==> src/rtl/lz4_pkg.sv <==
// rtl/lz4_pkg.sv - shared constants and state encodings for the LZ4 byte packer
//
// Purpose: write-mode encodings, the output word size and the packer FSM
// state type, shared by the packer top, its merge helper and the interface.
// Ports:   none (package).

package lz4_pkg;

   // Value of byte_dwordN selecting a single-byte write vs. a four-byte write
   localparam logic LZ4_BYTE_MODE  = 1'b1;
   localparam logic LZ4_DWORD_MODE = 1'b0;

   // Bytes per packed output word
   localparam int LZ4_WORD_BYTES = 4;

   typedef enum logic [1:0] {
      PK_RUN   = 2'd0,
      PK_FLUSH = 2'd1,
      PK_DONE  = 2'd2
   } pk_state_t;

endpackage

==> src/rtl/lz4_byte_packer_if.sv <==
// rtl/lz4_byte_packer_if.sv - write/output handshake bundle of the LZ4 byte packer
//
// Purpose: groups the write side, the packed-word output side, the flush
// handshake and the status signals of lz4_byte_packer.
// Signals:
//   din, byte_dwordN, wr_en, in_ready   write port (1 or 4 bytes per write)
//   flush_req, flush_done               drain request / completion pulse
//   dout, out_bytes, out_valid,
//   out_ready                           packed MSB-first word output
//   byte_count, ovf_err                 fill level, sticky dropped-write flag
// Modports: master = producer/consumer side, slave = packer side.

interface lz4_byte_packer_if #(
   parameter int BUF_BYTES = 8,
   parameter int CNT_W     = $clog2(BUF_BYTES + 1)
) ();

   logic [31:0]      din;
   logic             byte_dwordN;
   logic             wr_en;
   logic             in_ready;
   logic             flush_req;
   logic [31:0]      dout;
   logic [2:0]       out_bytes;
   logic             out_valid;
   logic             out_ready;
   logic             flush_done;
   logic [CNT_W-1:0] byte_count;
   logic             ovf_err;

   modport master (
      output din, byte_dwordN, wr_en, flush_req, out_ready,
      input  in_ready, dout, out_bytes, out_valid, flush_done, byte_count, ovf_err
   );

   modport slave (
      input  din, byte_dwordN, wr_en, flush_req, out_ready,
      output in_ready, dout, out_bytes, out_valid, flush_done, byte_count, ovf_err
   );

endinterface

==> src/rtl/lz4_byte_merge.sv <==
// rtl/lz4_byte_merge.sv - inserts one byte or one dword into the staging buffer
//
// Purpose: combinational insert of 1 byte (data[7:0]) or 4 bytes (data[31:24]
// first) at a byte offset counted from the top (MSB end) of the buffer.
// Ports:
//   shifted  in   staging buffer after any pop, bytes past offset are zero
//   offset   in   byte index of the first free slot
//   data     in   write data
//   mode     in   LZ4_BYTE_MODE or LZ4_DWORD_MODE
//   merged   out  buffer with the new bytes placed behind the surviving data

module lz4_byte_merge
   import lz4_pkg::*;
#(
   parameter int BUF_BYTES = 8,
   parameter int CNT_W     = $clog2(BUF_BYTES + 1)
) (
   input  logic [8*BUF_BYTES-1:0] shifted,
   input  logic [CNT_W-1:0]       offset,
   input  logic [31:0]            data,
   input  logic                   mode,
   output logic [8*BUF_BYTES-1:0] merged
);

   localparam int BW = 8 * BUF_BYTES;

   logic [BW-1:0] lane;
   logic [BW-1:0] placed;

   // The new bytes are first left-justified, then slid down to the free slot.
   // Everything at and below the offset is zero in the incoming buffer, so an
   // OR is enough to drop them in without a mask.
   always_comb begin
      lane = '0;
      if (mode == LZ4_BYTE_MODE) begin
         lane[BW-1 -: 8] = data[7:0];
      end else begin
         lane[BW-1 -: 32] = data;
      end
      placed = lane >> {offset, 3'b000};
      merged = shifted | placed;
   end

endmodule

==> src/rtl/lz4_byte_packer.sv <==
// rtl/lz4_byte_packer.sv - packs a byte/dword write stream into MSB-first 32-bit words
//
// Purpose: sits between the LZ4 token/literal emitter and the output word
// bus. Bytes are staged left-justified in a BUF_BYTES buffer; the top word is
// presented on dout whenever four bytes are present, or as a zero-padded
// partial word while a flush drains the buffer.
// Ports:
//   clk   in   rising-edge clock
//   rst   in   synchronous active-high reset, discards all buffered data
//   bus   slave modport of lz4_byte_packer_if (write, output, flush, status)

module lz4_byte_packer
   import lz4_pkg::*;
#(
   parameter int BUF_BYTES = 8
) (
   input  logic                clk,
   input  logic                rst,
   lz4_byte_packer_if.slave    bus
);

   localparam int BW    = 8 * BUF_BYTES;
   localparam int CNT_W = $clog2(BUF_BYTES + 1);

   localparam logic [CNT_W-1:0] WORD_CNT   = CNT_W'(LZ4_WORD_BYTES);
   localparam logic [CNT_W-1:0] PUSH_LIMIT = CNT_W'(BUF_BYTES - LZ4_WORD_BYTES);

   pk_state_t        state_q;
   logic [BW-1:0]    stage_q;
   logic [CNT_W-1:0] count_q;
   logic             ovf_q;

   logic             out_valid_c;
   logic [2:0]       out_bytes_c;
   logic             in_ready_c;
   logic             pop;
   logic             push;
   logic [CNT_W-1:0] popped;
   logic [CNT_W-1:0] base_count;
   logic [CNT_W-1:0] push_n;
   logic [CNT_W-1:0] count_d;
   logic [BW-1:0]    shifted;
   logic [BW-1:0]    merged;
   logic [BW-1:0]    stage_d;

   // Handshake decode, all from registered state. in_ready deliberately ignores
   // out_ready so the producer never sees a combinational path from the sink.
   always_comb begin
      out_valid_c = (count_q >= WORD_CNT) || ((state_q == PK_FLUSH) && (count_q != '0));
      out_bytes_c = (count_q >= WORD_CNT) ? 3'd4 : count_q[2:0];
      in_ready_c  = (state_q == PK_RUN) && (count_q <= PUSH_LIMIT);
      pop         = out_valid_c && bus.out_ready;
      push        = bus.wr_en && in_ready_c;
   end

   // Pop is applied before the push: the buffer shifts up a full word (the
   // padding of a partial word is already zero) and the write lands behind
   // whatever survived.
   always_comb begin
      popped     = pop ? CNT_W'(out_bytes_c) : '0;
      shifted    = pop ? (stage_q << 32) : stage_q;
      base_count = count_q - popped;
      push_n     = (bus.byte_dwordN == LZ4_BYTE_MODE) ? CNT_W'(1) : WORD_CNT;
   end

   lz4_byte_merge #(
      .BUF_BYTES (BUF_BYTES),
      .CNT_W     (CNT_W)
   ) u_merge (
      .shifted (shifted),
      .offset  (base_count),
      .data    (bus.din),
      .mode    (bus.byte_dwordN),
      .merged  (merged)
   );

   always_comb begin
      stage_d = push ? merged : shifted;
      count_d = push ? (base_count + push_n) : base_count;
   end

   always_ff @(posedge clk) begin
      if (rst) begin
         state_q <= PK_RUN;
         stage_q <= '0;
         count_q <= '0;
         ovf_q   <= 1'b0;
      end else begin
         stage_q <= stage_d;
         count_q <= count_d;
         if (bus.wr_en && !in_ready_c) begin
            ovf_q <= 1'b1;
         end
         unique case (state_q)
            // A write accepted together with flush_req is already in count_d
            // and therefore drains as part of this flush.
            PK_RUN: begin
               if (bus.flush_req) begin
                  state_q <= PK_FLUSH;
               end
            end
            // No writes are accepted here, so count_d only ever falls.
            PK_FLUSH: begin
               if (count_d == '0) begin
                  state_q <= PK_DONE;
               end
            end
            PK_DONE: begin
               state_q <= PK_RUN;
            end
            default: begin
               state_q <= PK_RUN;
            end
         endcase
      end
   end

   assign bus.dout       = stage_q[BW-1 -: 32];
   assign bus.out_bytes  = out_bytes_c;
   assign bus.out_valid  = out_valid_c;
   assign bus.in_ready   = in_ready_c;
   assign bus.flush_done = (state_q == PK_DONE);
   assign bus.byte_count = count_q;
   assign bus.ovf_err    = ovf_q;

endmodule
==> src/flat_wrapper.sv <==
// flat-port wrapper written by rule: the top's interface ports become plain ports
module lz4_byte_packer_flat import lz4_pkg::*;
#(
   parameter int BUF_BYTES = 8
)
  (clk, rst, bus_din, bus_byte_dwordN, bus_wr_en, bus_flush_req, bus_out_ready, bus_in_ready, bus_dout, bus_out_bytes, bus_out_valid, bus_flush_done, bus_byte_count, bus_ovf_err);
  lz4_byte_packer_if #(.BUF_BYTES(BUF_BYTES)) bus_i ();
  input  logic clk;
  input  logic rst;
  input wire logic [$bits(bus_i.din)-1:0] bus_din;
  input wire logic [$bits(bus_i.byte_dwordN)-1:0] bus_byte_dwordN;
  input wire logic [$bits(bus_i.wr_en)-1:0] bus_wr_en;
  input wire logic [$bits(bus_i.flush_req)-1:0] bus_flush_req;
  input wire logic [$bits(bus_i.out_ready)-1:0] bus_out_ready;
  output wire logic [$bits(bus_i.in_ready)-1:0] bus_in_ready;
  output wire logic [$bits(bus_i.dout)-1:0] bus_dout;
  output wire logic [$bits(bus_i.out_bytes)-1:0] bus_out_bytes;
  output wire logic [$bits(bus_i.out_valid)-1:0] bus_out_valid;
  output wire logic [$bits(bus_i.flush_done)-1:0] bus_flush_done;
  output wire logic [$bits(bus_i.byte_count)-1:0] bus_byte_count;
  output wire logic [$bits(bus_i.ovf_err)-1:0] bus_ovf_err;
  assign bus_i.din = bus_din;
  assign bus_i.byte_dwordN = bus_byte_dwordN;
  assign bus_i.wr_en = bus_wr_en;
  assign bus_i.flush_req = bus_flush_req;
  assign bus_i.out_ready = bus_out_ready;
  assign bus_in_ready = bus_i.in_ready;
  assign bus_dout = bus_i.dout;
  assign bus_out_bytes = bus_i.out_bytes;
  assign bus_out_valid = bus_i.out_valid;
  assign bus_flush_done = bus_i.flush_done;
  assign bus_byte_count = bus_i.byte_count;
  assign bus_ovf_err = bus_i.ovf_err;
  lz4_byte_packer #(.BUF_BYTES(BUF_BYTES)) u_core (.clk(clk), .rst(rst), .bus(bus_i));
endmodule
==> config.mk <==
export PLATFORM = sky130hd
export DESIGN_NAME = lz4_byte_packer_flat
export DESIGN_NICKNAME = d
export VERILOG_FILES = /design/src/rtl/lz4_pkg.sv /design/src/rtl/lz4_byte_packer_if.sv /design/src/rtl/lz4_byte_merge.sv /design/src/rtl/lz4_byte_packer.sv /design/src/flat_wrapper.sv
export SDC_FILE = /design/constraint.sdc
export NUM_CORES = 1
export LEC_CHECK = 0
export CAP_MARGIN = 20
export CORE_MARGIN = 2
export CORE_UTILIZATION = 50
export DETAILED_ROUTE_END_ITERATION = 8
export PLACE_DENSITY_LB_ADDON = 0.12
export SYNTH_ARGS = -nofsm -noshare
export SYNTH_HDL_FRONTEND = slang
export SYNTH_HIERARCHICAL = 1
export SYNTH_SLANG_ARGS = --single-unit
==> constraint.sdc <==
create_clock -name clk -period 3.54 [get_ports clk]
set_clock_uncertainty 0.05 [all_clocks]
set_input_delay 0.531 -clock clk [delete_from_list [all_inputs] [get_ports clk]]
set_output_delay 0.531 -clock clk [all_outputs]
set_load 0.1 [all_outputs]
==> results of run 1 <==
## kinds of logic (layout without fill, tap and decap cells)
kind of cell / Yosys count / in the layout / share of synthesized area, %
AOI/OAI and AO/OA: 267 / 267 / 33.10
muxes: 31 / 31 / 6.328
DFF: 71 / 71 / 25.86
adders and majority gates: 7 / 7 / 1.730
buffers and inverters: 115 / 146 / 11.70
and+or+nand+nor: 223 / 223 / 20.37
xor gates and xnor gates: 4 / 4 / 0.9106
## metal layers
layer | up-vias | routed length (um) | track usage, %
met5 | - | 0 | 0
met4 | 0 | 422 | 12.73
met3 | 32 | 1608 | 6.037
met2 | 252 | 8684 | 48.71
met1 | 2765 | 8423 | 46.33
li1 | 2646 | - | -
## flip-flops by register name, summed over array words and instances (netlist names)
| name | count |
|---|---|
| u_core/stage_q | 64 |
| u_core/state_q | 2 |
| u_core/bus.ovf_err | 1 |
| u_core/bus.byte_count | 4 |
## cells in the final DEF, fill, tap and decap left out, drive strengths merged, types with 6 or more instances in the layout
cell           instances
nand2                 75
clkdlybuf4s50         74
dfxtp                 71
o21ai                 63
a21oi                 57
nor2                  44
buf                   43
nand3                 42
and2                  34
o211ai                32
a311oi                32
a21o                  18
mux2i                 16
a221o                 16
o21bai                15
mux2                  15
clkbuf                12
inv                   10
o21a                  10
o2bb2ai                9
a2bb2oi                7
ha                     6
## final cells by class
type                       instances  area (um2)
fill                            1001        4315
multi-input combinational        532        3468
sequential                        71        1436
timing repair buffer             117        1136
tap                              140       175.2
clock buffer                      12       155.1
clock inverter                     4       53.80
inverter                          13       52.55
## path summary, 6_finish.rpt
kind                           start                 end  depth (start not counted)
setup / recovery   u_core/state_q[0]  u_core/stage_q[48]                         14
hold reg to reg   u_core/bus.ovf_err  u_core/bus.ovf_err                          2
hold / removal    u_core/bus.ovf_err  u_core/bus.ovf_err                          2
setup reg to reg   u_core/state_q[0]  u_core/stage_q[48]                         14
## critical path, cell delays in order, from the launching register on
cell and delay (ns):
dfxtp_1 0.43, nand2b_1 0.08, o21a_2 0.20, clkinv_1 0.08, nand2_1 0.08, nor3_2 0.13
ha_1 0.21, inv_1 0.07, fa_1 0.44, xor2_2 0.18, buf_12 0.17, or3_1 0.51
o21bai_1 0.23, nor2_1 0.08, a311oi_1 0.30
## metrics by stage
| step | util, % | cell area (um2) | instances | hold slack [ns] |
|---|---|---|---|---|
| after floorplan | - | 5547 | 718 | 0.4273 |
| after global placement | 57.72 | 6230 | 871 | 0.4105 |
| after global routing | 60.02 | 6477 | 889 | 0.4721 |
| final | 60.02 | 6477 | 889 | 0.4383 |
| after CTS | 59.66 | 6439 | 887 | 0.4414 |
| after detailed placement | 57.72 | 6230 | 871 | 0.4192 |
## timing repair
item | CTS | global route
setup endpoints to repair | 0 | 12
buffers inserted | 0 | 1
gates resized for setup | 0 | 2
==> impl_results.md, run 1 <==
- Outcome: completed
- Max clock buf depth: 2
- RSZ-0062 raised after global routing: false
- Tmin final: 3.337 ns
- WL/cell: 21.53 um
- WL final: 19.14 mm
- Worst Max-Slew Pin Slew: 1.052 ns
- Clock latency on the worst-skew pair: 0.38 ns
- Clock root cell: clkbuf_8
- First-pass GRT wire length: 29.50 mm
- #FFs+latches synth: 71
- Count of input and output buffers: 80
- CP max FO: 24
- N_diodes: 0
- Die X: 108.8 um
- CTS tree: yes
- Core ar.: 10790 um2
- FFs w/ async S/R, synth: 0%
- Worst setup SP type: flip-flop
- Max Freq: 0.2997 GHz
- Fin crit share: 94.25%
- Distinct cells, synth: 56
- Hold_buf cts: 0
- Syn nets: 763
- Cells after Synth: 718
- CTS Sinks: 71
- CP arrival: 3.56 ns
- Sequential cell area fraction in the yosys report: 25.86%
- GRT Overall Usage: 32.61%
- Initial antenna violation count: 0
- Slew Limit Fails: 0
- Residual DRC count: 0
- GP Congestion: 0.9278
- Final hold violations: 0
- Rel. slew slack: 29.83%
- DP HPWL: 12.60 mm
- Share of layout cells above drive strength 1: 12.82%
- Chip height: 108.8 um
- Die footprint: 11850 um2
- Area Growth Syn to Fin: 17.85%
- Vias in the first global route: 5315
- CP Data Required Time: 3.76 ns
- Final setup vio count: 0
- Worst reg2reg setup slack: 0.20 ns
- Post-route ant nets: 0
- Post-place setup slack: -0.05321 ns
- Synth warn: 6
- Layout net count: 789
- Mapped Avg Cell Area: 7.655 um2
- Post-Syn Area: 5497 um2
- Grt ovf: 0
- Cts bufs inserted: 9
- Area share of the largest cell type after synthesis: 25.86%
- Post-synth EDFFs: 0
- Prevailing post-synth register cell: dfxtp_1
- Worst hold path type: reg2reg
- Rows: 38
- Initial Util: 50.93%
- Pre-antenna DRT Iters: 5
- Max Cap Viol: 0
- Crit. End Element: flip-flop
- Clk slew on worst S/H paths: 0.08 ns
- Largest net degree at the start of global routing: 100
- Final WS setup: 0.2035 ns
- Crit path kind: reg2reg
- Setup_tns: 0 ns
- Cell with the most instances after synthesis: nand2_1
- H-tree levels: 3
- Most frequent cells after synthesis: nand2_1, dfxtp_1, a21oi_1, o21ai_0, nor2_1
- Synth area leaders: dfxtp_1, a21oi_1, o21ai_0
- Io pins: 81
- Initial DRC Count: 627
- DR vias/cell: 6.406
- Via count: 5695
- Dominant cell type by area after synthesis: dfxtp_1
Power of run 1 is left out: the tool's default activity adds up to more than one toggle a clock period on the data nets, which glitch-free logic cannot reach.
==> run 2: changes to the inputs <==
--- a/config.mk
+++ b/config.mk
@@ -7,7 +7,7 @@
 export LEC_CHECK = 0
 export CAP_MARGIN = 20
 export CORE_MARGIN = 2
-export CORE_UTILIZATION = 50
+export CORE_UTILIZATION = 56
 export DETAILED_ROUTE_END_ITERATION = 8
 export PLACE_DENSITY_LB_ADDON = 0.12
 export SYNTH_ARGS = -nofsm -noshare
==> constraint.sdc (replaced) <==
create_clock -name clk -period 3.45 [get_ports clk]
set_clock_uncertainty 0.05 [all_clocks]
set_input_delay 0.5175 -clock clk [delete_from_list [all_inputs] [get_ports clk]]
set_output_delay 0.5175 -clock clk [all_outputs]
set_load 0.1 [all_outputs]
==> run 2 against run 1 <==
  * Utilization grew 7.0 points
  * Sequential share of layout area grew 0.064 points
  * Global-route usage grew 1.3 points
  * Sequential cell count is the same
  * First-iteration DRC count shrank 33%
  * Setup slack lost 0.065 ns
  * Design area shrank 0.29%
  * Maximum frequency grew 0.75%
  * Die area shrank 10%
  * Register-to-register slack lost 0.07 ns
  * Largest cell class unchanged
==> impl_results.md, run 2 (same netlist as run 1, synthesis figures left out) <==
- Outcome: completed
- Crit. End Element: flip-flop
- Count of input and output buffers: 80 (unchanged)
- Power Total: 7.503 mW
- Pleak: 2.551 nW
- Max VDD drop: 1.340 mV
- Worst r2r src: u_core/state_q[0]
- WL final: 18.02 mm (-5.8%)
- Rel. slew slack: 33.02% (+3.2 points)
- Fin crit share: 95.99% (+1.7 points)
- Core ar.: 9639 um2 (-11%)
- Clk slew on worst S/H paths: 0.08 ns (about the same)
- Initial DRC Count: 418 (-33%)
- CTS tree: yes
- Worst hold path type: reg2reg
- GP Congestion: 0.9453 (+1.9%)
- H-tree levels: 3 (unchanged)
- Sequential fraction of design power: 16.1%
- Die footprint: 10620 um2 (-10%)
- Max reg flops: 64 (unchanged)
- R2R Path End: u_core/stage_q[50]
- Area Growth Syn to Fin: 17.51%
- Pwr/cell area: 1162 nW/um2
- FILL cells: 866 (-13%)
- Initial antenna violation count: 0 (unchanged)
- GRT Overall Usage: 33.87% (+1.3 points)
- Max clock buf depth: 2 (unchanged)
- Worst Max-Slew Pin Slew: 1.002 ns (-0.05097 ns)
- Max Cap Viol: 0 (unchanged)
- Post-route ant nets: 0 (unchanged)
- Initial Util: 57.02% (+6.1 points)
- Die X: 103.1 um (-5.3%)
- Tmin final: 3.312 ns (-0.02492 ns)
- Clock root cell: clkbuf_8
- Worst setup SP type: flip-flop
- Chip height: 103.1 um (-5.3%)
- Cts bufs inserted: 9 (unchanged)
- Placed cells: 870 (-0.11%)
- Grt ovf: 0 (unchanged)
- N_diodes: 0 (unchanged)
- Post-layout util: 67.00% (+7.0 points)
- Clk pwr share: 8.7%
- CP Data Required Time: 3.66 ns (-0.10 ns)
- DR vias/cell: 6.499 (+1.4%)
- Critical Path Start: u_core/state_q[0]
- R2R cell count: 13 (-1)
- Power Internal: 3.228 mW
- Net switching power: 4.274 mW
- Rows: 36 (-5.3%)
- Final setup vio count: 0 (unchanged)
- Sw Ratio: 56.97%
- Worst reg2reg setup slack: 0.14 ns (-0.07 ns)
- Via count: 5758 (+1.1%)
- Hold_buf cts: 0 (unchanged)
- Largest stage delay, worst path: 0.56 ns (+0.05 ns)
- Crit path kind: reg2reg
- Vias in the first global route: 5252 (-1.2%)
- Commonest non-fill, non-tap cell in the layout: nand2_1
- CTS Sinks: 71 (unchanged)
- WL/cell: 20.34 um (-5.5%)
- Most frequent cells in the layout: nand2_1, clkdlybuf4s50_1, dfxtp_1
- CP max FO: 12 (-50%)
- CP arrival: 3.52 ns (-0.04 ns)
- Final hold violations: 0 (unchanged)
- Max Freq: 0.3020 GHz (+0.75%)
- Clock latency on the worst-skew pair: 0.37 ns (about the same)
- Largest net degree at the start of global routing: 100 (unchanged)
- Slew Limit Fails: 0 (unchanged)
- Slowest-stage cell, CP: fa_2
- DP HPWL: 12.39 mm (-1.7%)
- CP cell instances: nand2b_1 > o21a_2 > clkinv_1 > nand2_1 > nor3_2 > ha_1 > inv_1 > fa_2 > buf_4 > or3_1 > o21bai_1 > nor2_1 > a311oi_1
- Layout net count: 793 (+0.51%)
- Pre-antenna DRT Iters: 7 (+2)
- Fin cells: 886 (-0.34%)
- Residual DRC count: 0 (unchanged)
- Setup crit end: u_core/stage_q[50]
- Most flop-heavy register: u_core/stage_q
- Part of the power in combinational logic: 75.2%
- First-pass GRT wire length: 27.53 mm (-6.7%)
- Io pins: 81 (unchanged)
- Share of layout cells above drive strength 1: 13.55% (+0.73 points)
-- run 2: worst min path at each step --
stage                         end               start  slack (ns)  cells past startpoint
3_5_place_dp   u_core/bus.ovf_err  u_core/bus.ovf_err        0.41                      2
4_1_cts        u_core/bus.ovf_err  u_core/bus.ovf_err        0.44                      2
3_3_place_gp   u_core/bus.ovf_err  u_core/bus.ovf_err        0.40                      2
2_1_floorplan  u_core/stage_q[14]  u_core/stage_q[14]        0.43                      2
5_1_grt        u_core/stage_q[11]  u_core/stage_q[11]        0.48                      2
6_report       u_core/bus.ovf_err  u_core/bus.ovf_err        0.44                      2
-- run 2: repair_timing --
item | 4_1_cts | 5_1_grt
endpoints found under the setup margin | 0 | 7
endpoints found under the hold margin | 0 | 0
setup buffers | 0 | 0
resized for setup | 0 | 1
-- run 2: layout make-up --
type                    instances  area [um2]  share of cell area, %
well taps                     133       166.4                  2.577
inverters                      13       52.55                 0.8136
clock buffers                  10       137.6                  2.131
clock inverters                 6       46.29                 0.7168
repair buffers                121        1151                  17.82
multi-input cells             532        3468                  53.70
flip-flops and latches         71        1436                  22.24
-- run 2: layer usage --
| metal | track usage (%) | vias to the layer above | share of wire, % | wire (um) |
|---|---|---|---|---|
| li1 | - | 2648 | - | - |
| met1 | 45.95 | 2759 | 43 | 7735 |
| met2 | 52.15 | 292 | 45 | 8199 |
| met3 | 6.983 | 59 | 8.3 | 1491 |
| met4 | 14.68 | 0 | 3.3 | 595 |
| met5 | 0 | - | 0 | 0 |
-- run 2: metrics by stage --
step | setup slack (ns) | setup TNS (ns) | hold WS (ns) | area (um2)
2_1_floorplan | -0.03383 | -0.03383 | 0.4273 | 5552
3_3_place_gp | 0.01854 | 0 | 0.4042 | 6266
3_5_place_dp | -0.1064 | -0.7267 | 0.4117 | 6266
4_1_cts | 0.1551 | 0 | 0.4400 | 6450
5_1_grt | -0.008585 | -0.008585 | 0.4821 | 6459
6_report | 0.1384 | 0 | 0.4352 | 6459
-- run 2: power groups by stage --
stage	logic (mW)	clock network (mW)	registers [mW]
after CTS	5.55	0.657	1.21
after detailed placement	5.52	0	1.23
final	5.64	0.649	1.21
after floorplan	4.23	0	1.33
after global placement	5.47	0	1.22
after global routing	5.97	0.700	1.24
-- run 2: worst max-delay path, delay by kind of cell (launching register included) --
family / cells / cell delay (ns)
simple gates: 5 / 0.87
flops: 1 / 0.44
buf+inv: 3 / 0.36
fa+ha+maj: 2 / 0.75
compound gates: 3 / 0.74
No activity file was read; power rests on OpenSTA's default activity.
